### src/rtl/if_id_queue_pkg.sv
// ifq_pkg: types and constants shared by fetch, the if/id queue and decode.
package ifq_pkg;
  localparam logic [63:0] RESET_PC = 64'h8000_0000;
  localparam int ILEN = 32;
  typedef struct packed {
    logic [63:0]     pc;
    logic [ILEN-1:0] inst;
    logic            misalign;
  } ifq_entry_t;
  function automatic logic misaligned(input logic [1:0] pc_lo);
    return pc_lo != 2'b00;
  endfunction
endpackage

### src/rtl/if_id_queue_ptr.sv
// ifq_ptr: read/write pointer and occupancy update for the if/id queue, with flush.
module ifq_ptr
  import ifq_pkg::*;
#(
  parameter int DEPTH = 2
) (
  input  logic                     clock,
  input  logic                     reset,
  input  logic                     flush,
  input  logic                     push,
  input  logic                     pop,
  output logic [$clog2(DEPTH)-1:0] rptr,
  output logic [$clog2(DEPTH)-1:0] wptr,
  output logic [$clog2(DEPTH):0]   count
);
  localparam int PW = $clog2(DEPTH);
  logic [PW-1:0] rptr_q, rptr_d, wptr_q, wptr_d;
  logic [PW:0]   count_q, count_d;
  always_comb begin
    rptr_d  = flush ? '0 : rptr_q + PW'(pop);
    wptr_d  = flush ? '0 : wptr_q + PW'(push);
    count_d = flush ? '0 : count_q + (PW+1)'(push) - (PW+1)'(pop);
  end
  always_ff @(posedge clock) begin
    if (reset) begin
      rptr_q  <= '0;
      wptr_q  <= '0;
      count_q <= '0;
    end else begin
      rptr_q  <= rptr_d;
      wptr_q  <= wptr_d;
      count_q <= count_d;
    end
  end
  assign rptr  = rptr_q;
  assign wptr  = wptr_q;
  assign count = count_q;
endmodule

### src/rtl/if_id_queue.sv
// if_id_queue: fetch-to-decode circular FIFO with flush and misalign flag.
// Define IFQ_BYPASS_EN for a zero-latency path from fetch to decode when empty.
module if_id_queue #(
  parameter int DEPTH = 2,
  parameter int XLEN  = 64,
  parameter int ILEN  = 32
) (
  input  logic                   clock,
  input  logic                   reset,
  input  logic                   flush,
  input  logic                   in_valid,
  output logic                   in_ready,
  input  logic [XLEN-1:0]        in_pc,
  input  logic [ILEN-1:0]        in_inst,
  output logic                   out_valid,
  input  logic                   out_ready,
  output logic [XLEN-1:0]        out_pc,
  output logic [ILEN-1:0]        out_inst,
  output logic                   out_misalign,
  output logic [$clog2(DEPTH):0] count
);
  import ifq_pkg::*;
  localparam int PW = $clog2(DEPTH);
  localparam logic [PW:0] FULL = (PW+1)'(DEPTH);
  typedef struct packed {
    logic [XLEN-1:0] pc;
    logic [ILEN-1:0] inst;
    logic            misalign;
  } entry_t;
  entry_t        mem_q [DEPTH];
  entry_t        mem_d [DEPTH];
  entry_t        in_entry, head;
  logic [PW-1:0] rptr, wptr;
  logic          empty, push, pop, bypass;
  always_comb begin
    in_entry = '{pc: in_pc, inst: in_inst, misalign: misaligned(in_pc[1:0])};
    empty    = count == '0;
    in_ready = (count != FULL) & !flush;
`ifdef IFQ_BYPASS_EN
    out_valid = (!empty | in_valid) & !flush;
    head      = empty ? in_entry : mem_q[rptr];
`else
    out_valid = !empty & !flush;
    head      = mem_q[rptr];
`endif
    push   = in_valid & in_ready;
    pop    = out_valid & out_ready;
    // An entry consumed straight through the bypass never touches storage.
    bypass = empty & push & pop;
    mem_d  = mem_q;
    if (push & !bypass) mem_d[wptr] = in_entry;
    {out_pc, out_inst, out_misalign} = head;
  end
  always_ff @(posedge clock) begin
    if (reset) mem_q <= '{default: '0};
    else mem_q <= mem_d;
  end
  ifq_ptr #(.DEPTH(DEPTH)) u_ptr (
    .clock (clock),
    .reset (reset),
    .flush (flush),
    .push  (push & !bypass),
    .pop   (pop & !bypass),
    .rptr  (rptr),
    .wptr  (wptr),
    .count (count)
  );
endmodule

### config.mk
export PLATFORM = sky130hd
export DESIGN_NAME = if_id_queue
export DESIGN_NICKNAME = d
export VERILOG_FILES = /design/src/rtl/if_id_queue_pkg.sv /design/src/rtl/if_id_queue_ptr.sv /design/src/rtl/if_id_queue.sv
export SDC_FILE = /design/constraint.sdc
export NUM_CORES = 1
export LEC_CHECK = 0
export BUFFER_PORTS_ARGS = -buffer_cell sky130_fd_sc_hd__buf_2
export CORE_ASPECT_RATIO = 1.25
export CORE_MARGIN = 5
export CORE_UTILIZATION = 51
export CTS_BUF_LIST = sky130_fd_sc_hd__clkbuf_2 sky130_fd_sc_hd__clkbuf_4 sky130_fd_sc_hd__clkbuf_8
export DETAILED_ROUTE_END_ITERATION = 8
export PLACE_DENSITY = 0.75
export RECOVER_POWER = 50
export SLEW_MARGIN = 0
export SYNTH_ARGS = -nofsm -noshare
export SYNTH_HDL_FRONTEND = slang
export SYNTH_HIERARCHICAL = 1
export SYNTH_SLANG_ARGS = --single-unit
### constraint.sdc
create_clock -name clock -period 2.16 [get_ports clock]
set_input_delay 0.108 -clock clock [delete_from_list [all_inputs] [get_ports clock]]
set_output_delay 0.108 -clock clock [all_outputs]
set_load 0.01 [all_outputs]
==> results of run 1 <==
==> layer usage <==
layer | vias to the layer above | wire, um
met4 | 0 | 415
met2 | 136 | 10200
met1 | 3170 | 8870
met3 | 29 | 873
li1 | 3426 | -
met5 | - | 0
==> critical path, delay by kind of cell (launching register included) <==
kind / cells / cell delay (ns)
buf+inv: 2 / 0.52
mux: 1 / 0.41
flops: 1 / 0.37
==> sequential cells by signal (all words and copies together) (netlist names) <==
register,count
mem_q,194
u_ptr/count,2
u_ptr/rptr,1
u_ptr/wptr,1
==> worst max path at each step <==
stage,startpoint,end,slack (ns),depth (start not counted)
2_1_floorplan,u_ptr/count[0]$_SDFF_PP0_,u_ptr/count[1]$_SDFF_PP0_,0.40,9
3_3_place_gp,u_ptr/count[1]$_SDFF_PP0_,u_ptr/count[1]$_SDFF_PP0_,0.47,9
3_5_place_dp,u_ptr/count[1]$_SDFF_PP0_,u_ptr/count[1]$_SDFF_PP0_,0.40,9
4_1_cts,u_ptr/rptr$_SDFF_PP0_,out_inst[25],0.30,3
5_1_grt,u_ptr/count[1]$_SDFF_PP0_,mem_q[19]$_SDFFE_PP0P_,0.17,4
6_report,u_ptr/rptr$_SDFF_PP0_,out_pc[3],0.27,3
==> metrics by stage <==
stage	hold slack, ns	util	worst slack, ns	cells	cell area, um^2
6_report	0.122	0.660	0.274	1372	11900
5_1_grt	0.114	0.660	0.168	1372	11900
2_1_floorplan	0.177	-	0.401	866	9310
3_3_place_gp	0.392	0.585	0.469	1243	10600
4_1_cts	0.0654	0.662	0.305	1372	11900
3_5_place_dp	0.400	0.585	0.403	1243	10600
==> power by group through the flow <==
stage	registers (uW)	logic, uW	clock network, uW
2_1_floorplan	3890	544	0
3_3_place_gp	3900	825	0
3_5_place_dp	3910	831	0
4_1_cts	3820	971	2600
5_1_grt	3840	1050	2750
6_report	3820	962	2520
==> kinds of logic after synthesis <==
kind of cell,after synthesis,share of synthesized area
simple gates,304,0.207
mux,291,0.326
flops,198,0.426
buf+inv,67,0.0339
xor+xnor,3,0.00430
fa+ha+maj,2,0.00269
compound gates,1,0.000807
==> synth_stat cells <==
cell,count
and2_1,2
buf_1,3
buf_2,18
buf_4,5
buf_6,3
clkbuf_1,36
dfxtp_1,198
ha_1,2
inv_1,2
mux2_2,97
mux2i_1,194
nand2b_1,290
nand4bb_1,1
nor2_1,3
nor2b_4,1
nor3_1,2
nor3_2,1
nor3b_1,1
nor4b_1,1
nor4bb_1,1
o21bai_1,1
or4b_4,1
xnor2_1,2
xnor3_1,1
==> what timing repair did <==
item / CTS / global route
gates resized for setup: 0 / 0
hold endpoints to repair: 198 / 0
hold buffers: 97 / 0
==> cell type report <==
type | instances | share of cell area
clock inverter | 12 | 0.0140
tap | 228 | 0.0240
sequential | 198 | 0.334
clock buffer | 20 | 0.0216
inverter | 2 | 0.000631
multi-input combinational | 601 | 0.425
timing repair buffer | 311 | 0.181
==> summary.txt, run 1 <==
Global route
  • Grt ovf: 0
  • Vias in the first global route: 7,083
  • Routing usage on met3: 0.0351
  • Gr usage total: 0.192
  • GR Layer Usage met1: 0.236
  • Largest net degree at the start of global routing: 77
  • Initial antenna violation count: 0
  • Met2 Use GR: 0.334
  • Grt peak-use layer: met2
  • First-pass GRT wire length: 33,300 um

Placed design
  • Gpl congestion: 0.727
  • Post-DP HPWL: 12,900 um
  • I/O Buffers: between 200 and 250

Timing
  • Hold Fails Final Rpt: 0
  • Measured slew at the worst slew-check pin: 0.651 ns
  • Setup TNS Final: 0 ns
  • Tcrit/Tclk final: 0.873
  • Unrepaired setup endpoints after global routing: false
  • Setup Skew: 0.0162 ns
  • Fmax achieved: approximately 530 MHz
  • Slew HR: 0.566
  • Final Critical Period: ~1.9 ns
  • Final Max Tran Viols: 0
  • Final setup fails: 0

Min path
  • Hold Path Origin: out_ready
  • Worst Hold Path EP: u_ptr/rptr$_SDFF_PP0_
  • HP Class: in2reg
  • Cells on Worst Hold Path: 4

Worst setup path
  • Critical Path Max Stage Delay: 0.41 ns
  • WP data required: 2.05 ns
  • Element type at the critical path end: output port
  • Worst r2r dst: mem_q[31]$_SDFFE_PP0P_
  • R2R Setup Slk: 0.33 ns
  • Critical path cell sequence: buf_6 > mux2_2 > buf_2
  • Slowest stage cell, crit path: mux2_2
  • WP data arrival: 1.78 ns
  • Setup CP Type: reg2out
  • Reg2Reg Launch Point: u_ptr/count[1]$_SDFF_PP0_
  • Crit path launch type: flip-flop
  • Critical Path Fanout Max: 42
  • R2R depth: 4

Pwr
  • Pwr dens: 614 mW/mm^2
  • Sw Share: 0.244
  • Comb pwr share: 0.132
  • Power, Total: 7300 uW
  • Psw: 1780 uW
  • Internal power: 5520 uW
  • Sequential power share: 0.524
  • Power share of the clock group: 0.345
  • Leakage: 0.00550 uW
  • Maximum VDD drop: around 350 uV

Run status
  • Outcome: finished clean

Final layout
  • Area occupied by multi-input gates: 0.00505 mm^2
  • P&R area growth vs syn: 27.7%
  • Most frequent cells in the layout: nand2b_1, dfxtp_1, mux2i_1
  • Diode count: 0
  • Commonest non-fill, non-tap cell in the layout: nand2b_1
  • Fraction of layout instances using a drive strength above 1: 0.297
  • FF+latch area: ~0.0040 mm^2
  • Final nets: 1,234
  • Filler instances: 1,433

Synth
  • Cells after synthesis: 866
  • Post-synthesis sequential area ratio: 0.426
  • Syn Area/Cell: 10.7 um^2
  • Most area-consuming cells after synthesis: dfxtp_1, mux2i_1, nand2b_1, mux2_2, clkbuf_1
  • Largest area contributor in the netlist: dfxtp_1
  • Synthesized flop and latch total: 198
  • Yosys warning total: 6
  • Distinct cells, synth: 24
  • Cell area after synthesis: 0.00931 mm^2
  • Post-Syn Nets: 969
  • Synth top area share: 0.426

Job
  • # Max-Cap Violations: 0

Route
  • Routed WL per cell: 14.8 um
  • DRT iter0 DRCs: roughly 200
  • Total routed wirelength: just over 20,000 um
  • Post-route DRC: 0
  • Initial DRT Pass Iterations: 4
  • Detail Route Antenna Nets: 0
  • Vias per cell: 4.93
  • DR vias: 6,761

Clocking
  • Clock latency on the worst-skew pair: 0.45 ns
  • Clock sinks: 198
  • Clk slew on worst S/H paths: 0.09 ns
  • Max Root-Sink Buffers: 2
  • TritonCTS Buffers: 17
  • CTS root buf: clkbuf_8
  • H-Tree Depth: 4
  • CTS tree: built
  • Post-CTS setup buffer count: 0

Die
  • Full die area: 0.0211 mm^2
  • Die W: between 100 and 150 um
  • Core area: 0.0180 mm^2
  • Initial core utilization: 0.516
  • Die height: ~160 um
  • Top-level port count: about 200
  • Rows: 55
Note: power is estimated with default switching activity, not from simulation.
==> run 2, diff against run 1 <==
ABC_AREA = 1   (was default)
==> run 2 against run 1 <==
Against the previous run: synthesized area fell by 1.9%; first-iteration DRC count rose to 3.1 times the previous value; clock power rose by 6%; register-to-register slack barely moved; global-route usage rose by 2.2 points; die area fell by 1.8%; utilization fell by 0.16 points; sequential power rose by 1%; hold slack got worse by 0.0069 ns; count of clock-buffer cells in the layout rose by 2; combinational power rose by 11%; sequential cell count did not move.
==> summary.txt, run 2 <==
Synth
  • Post-Syn Nets: 1,582
  • Cell area after synthesis: a little over 0.009 mm^2
  • Number of flops mapped to enable cells by yosys: 0
  • Cells after synthesis: 1,479
  • Most area-consuming cells after synthesis: dfxtp_1, nand2_1, nor2_1, inv_1, o21ai_0
  • Distinct cells, synth: 22
  • Yosys warning total: 6
  • Post-synth top cells: nand2_1, nor2_1, inv_1
  • Synth top area share: 0.434
  • Largest area contributor in the netlist: dfxtp_1
  • Synthesized flop and latch total: 198
  • Syn Area/Cell: 6.17 um^2
  • Async SR Flop Fraction: 0
  • Primary FF master, synth: dfxtp_1
  • Post-synthesis sequential area ratio: 0.434
  • Top-count cell post-synth: nand2_1

Route
  • DRT iter0 DRCs: 631
  • Total routed wirelength: 21,700 um
  • Vias per cell: 4.51
  • DR vias: 8,853
  • Detail Route Antenna Nets: 0
  • Post-route DRC: 0
  • Routed WL per cell: 11.0 um
  • Initial DRT Pass Iterations: 4

Clocking
  • TritonCTS Buffers: 17
  • PostCTS Resize Cnt: 0
  • Clk slew on worst S/H paths: 0.10 ns
  • Clock latency on the worst-skew pair: 0.46 ns
  • H-Tree Depth: 4
  • CTS tree: built
  • Clock sinks: 198
  • CTS root buf: clkbuf_8
  • Max Root-Sink Buffers: 2

Worst setup path
  • Slowest stage cell, crit path: dfxtp_4
  • WP data required: 2.05 ns
  • Delay-heaviest family, CP: buffers and inverters
  • Worst path bufs/invs: 2
  • Element type at the critical path end: output port
  • Critical Path Fanout Max: 22
  • Critical Path Max Stage Delay: 0.54 ns
  • Crit path launch type: flip-flop
  • Critical path cell sequence: clkbuf_2 > nand2_1 > o21ai_0 > clkbuf_1
  • Setup CP Type: reg2out
  • WP data arrival: 1.84 ns

Final layout
  • Diode count: 0
  • Max reg flops: between 150 and 200
  • Top reg by flops: mem_q
  • Fraction of layout instances using a drive strength above 1: 0.136
  • Commonest non-fill, non-tap cell in the layout: nand2_1
  • P&R area growth vs syn: 26.6%
  • Final nets: 1,831
  • Final core occ: 0.658
  • Most frequent cells in the layout: nand2_1, nor2_1, inv_1
  • Post-route cell area: about 0.012 mm^2

Timing
  • Setup Skew: 0.0160 ns
  • Hold Fails Final Rpt: 0
  • Slew HR: 0.606
  • Tcrit/Tclk final: 0.900
  • Fmax achieved: 514 MHz
  • Measured slew at the worst slew-check pin: 0.590 ns
  • Fin Hold WS: 0.115 ns
  • Final setup fails: 0
  • Final Critical Period: 1.95 ns
  • Setup TNS Final: 0 ns
  • Final Max Tran Viols: 0
  • Unrepaired setup endpoints after global routing: false

Pwr
  • Comb pwr share: 0.141
  • Power, Total: 7590 uW
  • Sequential power share: 0.508
  • Leakage: 0.00627 uW
  • Maximum VDD drop: 381 uV
  • Pwr dens: 657 mW/mm^2
  • Sw Share: 0.257
  • Psw: between 1500 and 2000 uW
  • Power share of the clock group: 0.351
  • Internal power: 5640 uW

Min path
  • HP Class: in2reg

Global route
  • First-pass GRT wire length: 37,300 um
  • Initial antenna violation count: 0
  • Vias in the first global route: 8,353
  • Gr usage total: 0.214
  • Largest net degree at the start of global routing: 72
  • Grt ovf: 0

Placed design
  • I/O Buffers: between 200 and 250
  • Gpl congestion: 0.793
  • Post-DP HPWL: 13,600 um
  • Post-DP Area: slightly above 0.01 mm^2

Die
  • Core area: 0.0176 mm^2
  • Die W: 130 um
  • Full die area: approximately 0.021 mm^2
  • Initial core utilization: 0.520
  • Die height: 160 um
  • Top-level port count: 202
  • Rows: 54

Run status
  • Outcome: finished clean

Job
  • # Max-Cap Violations: 0
## run 2: cell types whose count changed in the layout (fill, tap and decap cells not counted), sizes merged, moves of 97 or more
cell,before,now
nand2b,290,0
nand2,0,489
mux2i,194,0
nor2,3,395
mux2,97,0
o21ai,0,97
inv,6,207
## run 2: cell families (layout without fill, tap and decap cells)
group                    Yosys count  in the layout  synth area share
AND/OR/NAND/NOR                  890            890             0.370
buffers and inverters            288            550             0.137
flip-flops                       198            198             0.434
AO/OA/AOI/OAI                     99             99            0.0543
adder cells (fa/ha/maj)            2              2           0.00274
XOR/XNOR                           2              2           0.00192
## run 2: final cells by class
| type | instances | area, um^2 |
|---|---|---|
| inverter | 204 | 771 |
| clock inverter | 10 | 168 |
| fill | 1581 | 6010 |
| multi-input combinational | 993 | 3930 |
| timing repair buffer | 314 | 2160 |
| clock buffer | 22 | 284 |
| tap | 224 | 280 |
| sequential | 198 | 3970 |
## run 2: layer usage
metal / share of wire / GRT usage
met2: 0.47 / 0.351
met4: 0.030 / 0.0931
met3: 0.058 / 0.0507
met1: 0.44 / 0.267
met5: 0 / 0
## run 2: path summary, 6_finish.rpt
| kind | end | from | slack, ns | cells past startpoint |
|---|---|---|---|---|
| max | out_inst[31] | u_ptr/rptr$_SDFF_PP0_ | 0.21 | 4 |
| min | u_ptr/rptr$_SDFF_PP0_ | out_ready | 0.12 | 4 |
| min reg2reg | mem_q[131]$_SDFFE_PP0P_ | mem_q[131]$_SDFFE_PP0P_ | 0.52 | 4 |
| max reg2reg | mem_q[139]$_SDFFE_PP0P_ | u_ptr/count[0]$_SDFF_PP0_ | 0.32 | 6 |
## run 2: timing repair
| item | CTS | global route |
|---|---|---|
| setup endpoints to repair | 0 | 4 |
| buffers inserted | 0 | 1 |
| hold buffers | 98 | 0 |
| hold endpoints to repair | 196 | 0 |
## run 2: per-stage QoR
step | cells | worst slack (ns)
4_1_cts | 1964 | 0.120
2_1_floorplan | 1479 | 0.502
6_report | 1965 | 0.215
3_3_place_gp | 1834 | 0.474
5_1_grt | 1965 | 0.0707
3_5_place_dp | 1834 | 0.461
## run 2: tightest hold or removal path, stage by stage
cell	delay (ns)
buf_2	0.10
nor3b_1	0.15
xnor2_1	0.15
nor2_1	0.03
## run 2: power by group through the flow
| stage | logic [uW] | registers (uW) | clock network [uW] |
|---|---|---|---|
| 2_1_floorplan | 589 | 3930 | 0 |
| 3_3_place_gp | 925 | 3940 | 0 |
| 3_5_place_dp | 936 | 3940 | 0 |
| 4_1_cts | 1080 | 3860 | 2750 |
| 5_1_grt | 1220 | 3880 | 2890 |
| 6_report | 1070 | 3860 | 2670 |
